[config.mk]
export PLATFORM = sky130hd
export DESIGN_NAME = instr_decode_stage
export DESIGN_NICKNAME = d
export VERILOG_FILES = /design/src/rtl/defines.sv /design/src/rtl/instr_decode_stage_decoder.sv /design/src/rtl/instr_decode_stage.sv
export SDC_FILE = /design/constraint.sdc
export NUM_CORES = 1
export LEC_CHECK = 0
export CORE_MARGIN = 4
export CORE_UTILIZATION = 45
export CTS_CLUSTER_SIZE = 14
export DETAILED_ROUTE_END_ITERATION = 12
export PLACE_DENSITY = 0.87
export SLEW_MARGIN = 20
export SYNTH_ARGS = -nofsm -noshare
export SYNTH_HDL_FRONTEND = slang
export SYNTH_SLANG_ARGS = --single-unit
[constraint.sdc]
create_clock -name clk -period 2.2 [get_ports clk]
set_input_delay 0.33 -clock clk [delete_from_list [all_inputs] [get_ports clk]]
set_output_delay 0.33 -clock clk [all_outputs]
set_load 0.01 [all_outputs]
[src/rtl/defines.sv]
// Shared RV32I encodings, ALU operation codes and decode-stage bundle types.
package defines;

    localparam int unsigned XLEN = 32;

    // Major opcodes handled by the datapath
    localparam logic [6:0] OPC_LOAD   = 7'b0000011;
    localparam logic [6:0] OPC_OP_IMM = 7'b0010011;
    localparam logic [6:0] OPC_AUIPC  = 7'b0010111;
    localparam logic [6:0] OPC_STORE  = 7'b0100011;
    localparam logic [6:0] OPC_OP     = 7'b0110011;
    localparam logic [6:0] OPC_LUI    = 7'b0110111;
    localparam logic [6:0] OPC_BRANCH = 7'b1100011;
    localparam logic [6:0] OPC_JALR   = 7'b1100111;
    localparam logic [6:0] OPC_JAL    = 7'b1101111;

    localparam logic [6:0] FUNCT7_ZERO = 7'b0000000;
    localparam logic [6:0] FUNCT7_SUB  = 7'b0100000;

    // AND is encoding 0 so an all-zero bundle reads as a benign ALU op
    typedef enum logic [3:0] {
        ALU_AND = 4'd0,
        ALU_OR  = 4'd1,
        ALU_ADD = 4'd2,
        ALU_SUB = 4'd3
    } aluOperations_t;

    typedef enum logic [2:0] {
        IMM_I,
        IMM_S,
        IMM_B,
        IMM_U,
        IMM_J,
        IMM_NONE
    } imm_format_t;

    typedef struct packed {
        logic       imm12;
        logic [5:0] imm10_5;
        logic [4:0] rs2;
        logic [4:0] rs1;
        logic [2:0] funct3;
        logic [3:0] imm4_1;
        logic       imm11;
        logic [6:0] opcode;
    } instruction_btype_t;

    typedef struct packed {
        logic       imm20;
        logic [9:0] imm10_1;
        logic       imm11;
        logic [7:0] imm19_12;
        logic [4:0] rd;
        logic [6:0] opcode;
    } instruction_jtype_t;

    typedef struct packed {
        logic [XLEN-1:0] pc;
        logic [4:0]      rd;
        logic [4:0]      rs1;
        logic [4:0]      rs2;
        logic [2:0]      funct3;
        logic [XLEN-1:0] imm;
        aluOperations_t  aluOp;
        logic            aluSrcImm;
        logic            aluSrcPc;
        logic            regWrite;
        logic            memRead;
        logic            memWrite;
        logic            branch;
        logic            jump;
        logic            illegal;
    } decoded_t;

    // Sign-extended immediate for the given instruction format
    function automatic logic [XLEN-1:0] gen_imm(input logic [31:0] instr,
                                                input imm_format_t fmt);
        instruction_btype_t b;
        instruction_jtype_t j;
        logic [XLEN-1:0]    imm;
        b   = instruction_btype_t'(instr);
        j   = instruction_jtype_t'(instr);
        imm = '0;
        case (fmt)
            IMM_I:   imm = XLEN'($signed(instr[31:20]));
            IMM_S:   imm = XLEN'($signed({instr[31:25], instr[11:7]}));
            IMM_B:   imm = XLEN'($signed({b.imm12, b.imm11, b.imm10_5, b.imm4_1, 1'b0}));
            IMM_U:   imm = XLEN'($signed({instr[31:12], 12'b0}));
            IMM_J:   imm = XLEN'($signed({j.imm20, j.imm19_12, j.imm11, j.imm10_1, 1'b0}));
            default: imm = '0;
        endcase
        return imm;
    endfunction

endpackage

[src/rtl/instr_decode_stage_decoder.sv]
// Combinational RV32I decoder: raw instruction word and PC to decoded_t.
module instr_decoder
    import defines::*;
(
    input  logic [31:0]     instr,
    input  logic [XLEN-1:0] pc,
    output decoded_t        dec
);

    logic [6:0]  opcode;
    logic [2:0]  funct3;
    logic [6:0]  funct7;
    imm_format_t fmt;
    logic        legal;

    assign opcode = instr[6:0];
    assign funct3 = instr[14:12];
    assign funct7 = instr[31:25];

    // Field extraction, control strobes and legality per opcode
    always_comb begin
        dec        = '0;
        dec.pc     = pc;
        dec.rd     = instr[11:7];
        dec.rs1    = instr[19:15];
        dec.rs2    = instr[24:20];
        dec.funct3 = funct3;
        fmt        = IMM_NONE;
        legal      = 1'b0;
        case (opcode)
            OPC_OP: begin
                dec.regWrite = 1'b1;
                case (funct3)
                    3'b000: begin
                        if (funct7 == FUNCT7_ZERO) begin
                            dec.aluOp = ALU_ADD;
                            legal     = 1'b1;
                        end else if (funct7 == FUNCT7_SUB) begin
                            dec.aluOp = ALU_SUB;
                            legal     = 1'b1;
                        end
                    end
                    3'b111: begin
                        dec.aluOp = ALU_AND;
                        legal     = (funct7 == FUNCT7_ZERO);
                    end
                    3'b110: begin
                        dec.aluOp = ALU_OR;
                        legal     = (funct7 == FUNCT7_ZERO);
                    end
                    default: legal = 1'b0;
                endcase
            end
            OPC_OP_IMM: begin
                fmt           = IMM_I;
                dec.aluSrcImm = 1'b1;
                dec.regWrite  = 1'b1;
                case (funct3)
                    3'b000:  begin dec.aluOp = ALU_ADD; legal = 1'b1; end
                    3'b111:  begin dec.aluOp = ALU_AND; legal = 1'b1; end
                    3'b110:  begin dec.aluOp = ALU_OR;  legal = 1'b1; end
                    default: legal = 1'b0;
                endcase
            end
            OPC_LOAD: begin
                fmt           = IMM_I;
                dec.aluOp     = ALU_ADD;
                dec.aluSrcImm = 1'b1;
                dec.memRead   = 1'b1;
                dec.regWrite  = 1'b1;
                legal         = (funct3 inside {3'b000, 3'b001, 3'b010, 3'b100, 3'b101});
            end
            OPC_STORE: begin
                fmt           = IMM_S;
                dec.aluOp     = ALU_ADD;
                dec.aluSrcImm = 1'b1;
                dec.memWrite  = 1'b1;
                legal         = (funct3 inside {3'b000, 3'b001, 3'b010});
            end
            OPC_BRANCH: begin
                fmt        = IMM_B;
                dec.aluOp  = ALU_SUB;
                dec.branch = 1'b1;
                legal      = !(funct3 inside {3'b010, 3'b011});
            end
            OPC_JAL: begin
                fmt          = IMM_J;
                dec.aluOp    = ALU_ADD;
                dec.aluSrcPc = 1'b1;
                dec.jump     = 1'b1;
                dec.regWrite = 1'b1;
                legal        = 1'b1;
            end
            OPC_JALR: begin
                fmt           = IMM_I;
                dec.aluOp     = ALU_ADD;
                dec.aluSrcImm = 1'b1;
                dec.jump      = 1'b1;
                dec.regWrite  = 1'b1;
                legal         = (funct3 == 3'b000);
            end
            OPC_LUI: begin
                fmt           = IMM_U;
                dec.rs1       = '0;
                dec.aluOp     = ALU_ADD;
                dec.aluSrcImm = 1'b1;
                dec.regWrite  = 1'b1;
                legal         = 1'b1;
            end
            OPC_AUIPC: begin
                fmt           = IMM_U;
                dec.aluOp     = ALU_ADD;
                dec.aluSrcPc  = 1'b1;
                dec.aluSrcImm = 1'b1;
                dec.regWrite  = 1'b1;
                legal         = 1'b1;
            end
            default: legal = 1'b0;
        endcase
        dec.imm = gen_imm(instr, fmt);
        // Illegal encodings keep their raw fields but must not cause any side effect
        if (!legal) begin
            dec.aluOp     = ALU_AND;
            dec.aluSrcImm = 1'b0;
            dec.aluSrcPc  = 1'b0;
            dec.regWrite  = 1'b0;
            dec.memRead   = 1'b0;
            dec.memWrite  = 1'b0;
            dec.branch    = 1'b0;
            dec.jump      = 1'b0;
            dec.illegal   = 1'b1;
        end
    end

endmodule

[src/rtl/instr_decode_stage.sv]
// Registered decode stage: valid/ready pipeline register around instr_decoder
// plus a saturating count of illegal instructions handed downstream.
module instr_decode_stage
    import defines::*;
#(
    parameter int unsigned CNT_W = 16
) (
    input  logic             clk,
    input  logic             rst_n,
    input  logic             flush,
    input  logic             in_valid,
    output logic             in_ready,
    input  logic [31:0]      in_instr,
    input  logic [XLEN-1:0]  in_pc,
    output logic             out_valid,
    input  logic             out_ready,
    output decoded_t         out_dec,
    output logic [CNT_W-1:0] illegal_count
);

    decoded_t next_dec;

    instr_decoder u_decoder (
        .instr (in_instr),
        .pc    (in_pc),
        .dec   (next_dec)
    );

    assign in_ready = !out_valid || out_ready;

    // Pipeline register: flush beats capture, capture beats drain
    always_ff @(posedge clk or negedge rst_n) begin
        if (!rst_n) begin
            out_valid <= 1'b0;
            out_dec   <= '0;
        end else if (flush) begin
            out_valid <= 1'b0;
        end else if (in_valid && in_ready) begin
            out_valid <= 1'b1;
            out_dec   <= next_dec;
        end else if (out_ready) begin
            out_valid <= 1'b0;
        end
    end

    // Count illegal bundles on the output handshake, saturating at all-ones
    always_ff @(posedge clk or negedge rst_n) begin
        if (!rst_n) begin
            illegal_count <= '0;
        end else if (out_valid && out_ready && out_dec.illegal && (illegal_count != '1)) begin
            illegal_count <= illegal_count + CNT_W'(1);
        end
    end

endmodule
==> flow_metrics.py <==
metrics = {
    "outcome": {
        "outcome": "complete, no violations",
    },
    "pwr": {
        "seq_power_share": 0.497,
        "ir_drop_uv": 314,
        "intPower_uw": 3420,
        "p_sw_frac": 0.280,
        "pwr-share-comb": 0.244,
        "powerDensity_mw_per_mm2": 665,
        "power_frac_clock": 0.260,
        "cellLeakagePower_uw": 0.00325,
        "p_switching_uw": 1330,
    },
    "layout": {
        "area_growth_pct": 46.2,
        "n_fill_cell": 838,
        "finalNonFillerCells": 859,
        "antennaDiodeCount": 0,
        "nets": 789,
        "drive_gt1_frac": 0.0733,
    },
    "synthesis": {
        "ys_seq_area_frac": 0.557,
        "synth_cells": 533,
        "syn_area_mm2": 0.00490,
        "avgSynthCellArea_um2": 9.19,
        "netlist_top_cells_area": "dfrtp_1 (56%), nand2_1 (14%), a21oi_1 (2.8%)",
        "ys_async_sr_fraction": 1.00,
        "yosysWarnings": 0,
        "synth-edff-count": 0,
        "synth_cell_types": 56,
        "ys_seq_elements": 109,
        "synth_area_leader_cell": "dfrtp_1",
        "yosysTopAreaCellShare": 0.557,
        "synth_ff_type": "dfrtp_1",
    },
    "sta": {
        "skew_ps": 11.9,
        "rsz0062_at_grt": "false",
        "fmax_mhz": 506,
        "finalCritPeriodShare": 0.898,
        "period_minus_slack_ps": 1980,
        "timing.setup.tns_ps": 0,
        "slew_viol_final": 0,
        "hold_viol": 0,
        "setup_viol": 0,
    },
    "placed_design": {
        "place.gp.congestion": 0.950,
        "io_buffers": 178,
        "hpwl_um": 11100,
        "placed_cells": 843,
    },
    "route": {
        "drtIter0Drc": 373,
        "drc_errors": 0,
        "antenna_left": 0,
        "wl_um": 14600,
        "drt-pass1-iter-count": 5,
        "vias": 4597,
        "vias_per_cell": 5.35,
        "wl_per_cell_um": 16.9,
    },
    "grt": {
        "grt_pass1_wl_um": 23600,
        "grt_pass1_vias": 4709,
        "antenna_found_initial": 0,
        "grt_max_degree": 61,
        "grt_use_total": 0.233,
        "overflow": 0,
    },
    "floorplan": {
        "die_x_um": 112,
        "fp.dieH_um": 112,
        "die_area_mm2": 0.0126,
        "rows": 37,
        "core_area_mm2": 0.0105,
        "initial_core_util": 0.468,
        "ios": 181,
    },
    "cts": {
        "cts_inserted_buffers": 9,
        "cts.htree.levels": 3,
        "clkSinkCount": 109,
        "cts_root_buf": "clkbuf_8",
        "cts_max_path_buffers": 2,
        "cts_tree": "done",
        "cts_setup_buffers": 0,
        "clk_pin_slew_ps": 100,
        "clkLatencyLatePin_ps": 370,
    },
    "critical_path": {
        "cp.required_ps": 1870,
        "start_kind": "input pin",
        "cp_max_fo": 3,
        "end_kind": "output port",
        "crit_type": "input pin to output port",
        "critPathArrivalTime_ps": 1650,
    },
    "run": {
        "cap_viol_max_count": 0,
    },
    "worst_hold_path": {
        "hold_path_class": "input pin to asynchronous set/reset pin",
    },
}
final cells by class:
class                   instances  area, um2  share of cell area
repair buffers                205       2050               0.286
flip-flops and latches        109       2730               0.381
clock inverters                 3       45.0             0.00629
multi-input cells             389       1990               0.278
well taps                     136        170              0.0238
inverters                       5       18.8             0.00262
clock buffers                  12        155              0.0217
Yosys cell counts (2+ instances only):
library cell,n
a21oi_1,27
nor2_1,32
nor3_1,9
nand3_1,20
clkbuf_1,9
dfrtp_1,109
nand2_1,182
nand2b_1,2
o21ai_0,22
buf_2,11
and3b_1,2
xnor2_1,9
buf_1,5
a22o_1,12
a211oi_1,2
nand3b_1,2
nor4_1,2
buf_4,2
a21o_1,7
buf_6,4
inv_1,5
a21boi_0,2
nand4_1,5
and3_1,6
nand4b_1,2
mux2_2,3
a31oi_1,3
nor2b_1,3
xor2_1,2
o21ai_1,6
sequential cells by signal, summed over array words and instances (netlist names):
signal	cells
out_valid	1
out_dec	92
illegal_count	16
cells by family (layout without fill, tap and decap cells):
logic type,count (synthesis),after routing,synth area share
other,1,2,0.000766
muxes,4,4,0.00894
AOI/OAI and AO/OA,95,95,0.127
adders and majority gates,1,1,0.00256
DFF,109,109,0.557
and+or+nand+nor,276,276,0.246
xor gates and xnor gates,11,11,0.0197
buffers and inverters,36,225,0.0381
layout by cell type (no fill, tap or decap), types with 5 or more instances in the layout:
cell             synthesis  final
clkdlybuf4s50_1          0    177
inv_1                    5      5
buf_12                   0      5
and3_1                   6      6
o21ai_1                  6      6
nand2_1                182    182
xnor2_1                  9      9
a21o_1                   7      7
nor2_1                  32     32
dfrtp_1                109    109
nand3_1                 20     20
a22o_1                  12     12
nor3_1                   9      9
clkbuf_8                 0     11
a21oi_1                 27     27
nand4_1                  5      5
buf_4                    2     22
o21ai_0                 22     22
timing repair:
item | CTS | global route
endpoints found under the setup margin | 0 | 0
gates resized for setup | 0 | 0
hold buffers | 1 | 0
endpoints found under the hold margin | 14 | 0
worst max-delay path: stages:
cell	delay (ps)
clkdlybuf4s50_1	420
nor2b_1	290
inv_1	110
clkdlybuf4s50_1	500
metal layers:
metal	track usage	up-vias	wire (um)
met2	0.389	217	7000
li1	-	2158	-
met1	0.289	2186	6080
met4	0.101	0	485
met5	0	-	0
met3	0.0561	36	995
path summary, 6_finish.rpt:
kind / start / to / slack, ps / cells after the start
hold reg to reg: out_dec[54] / out_dec[54] / 480 / 2
hold / removal: rst_n / out_dec[66] / 360 / 2
setup reg to reg: illegal_count[7] / illegal_count[1] / 280 / 5
min in group clk: out_dec[54] / out_dec[54] / 480 / 2
max in group asynchronous: rst_n / out_dec[50] / 1300 / 3
setup / recovery: out_ready / in_ready / 220 / 4
stage by stage:
stage	total power [uW]	instance area, um2	setup WS (ps)	hold slack, ps	util
2_1_floorplan	2800	4900	498	34.4	-
3_3_place_gp	3520	6950	-9.35	205	0.664
3_5_place_dp	3560	6950	-76.4	208	0.664
4_1_cts	4790	7160	205	357	0.684
5_1_grt	4990	7160	115	352	0.684
6_report	4760	7160	224	363	0.684
power groups by stage:
stage	clock network [uW]	logic [uW]	registers (uW)
global placement	0	1140	2380
detailed placement	0	1160	2400
global route	1350	1250	2390
CTS	1260	1170	2360
finish	1230	1160	2360
floorplan	0	324	2470
Note: power is estimated with default switching activity, not from simulation.
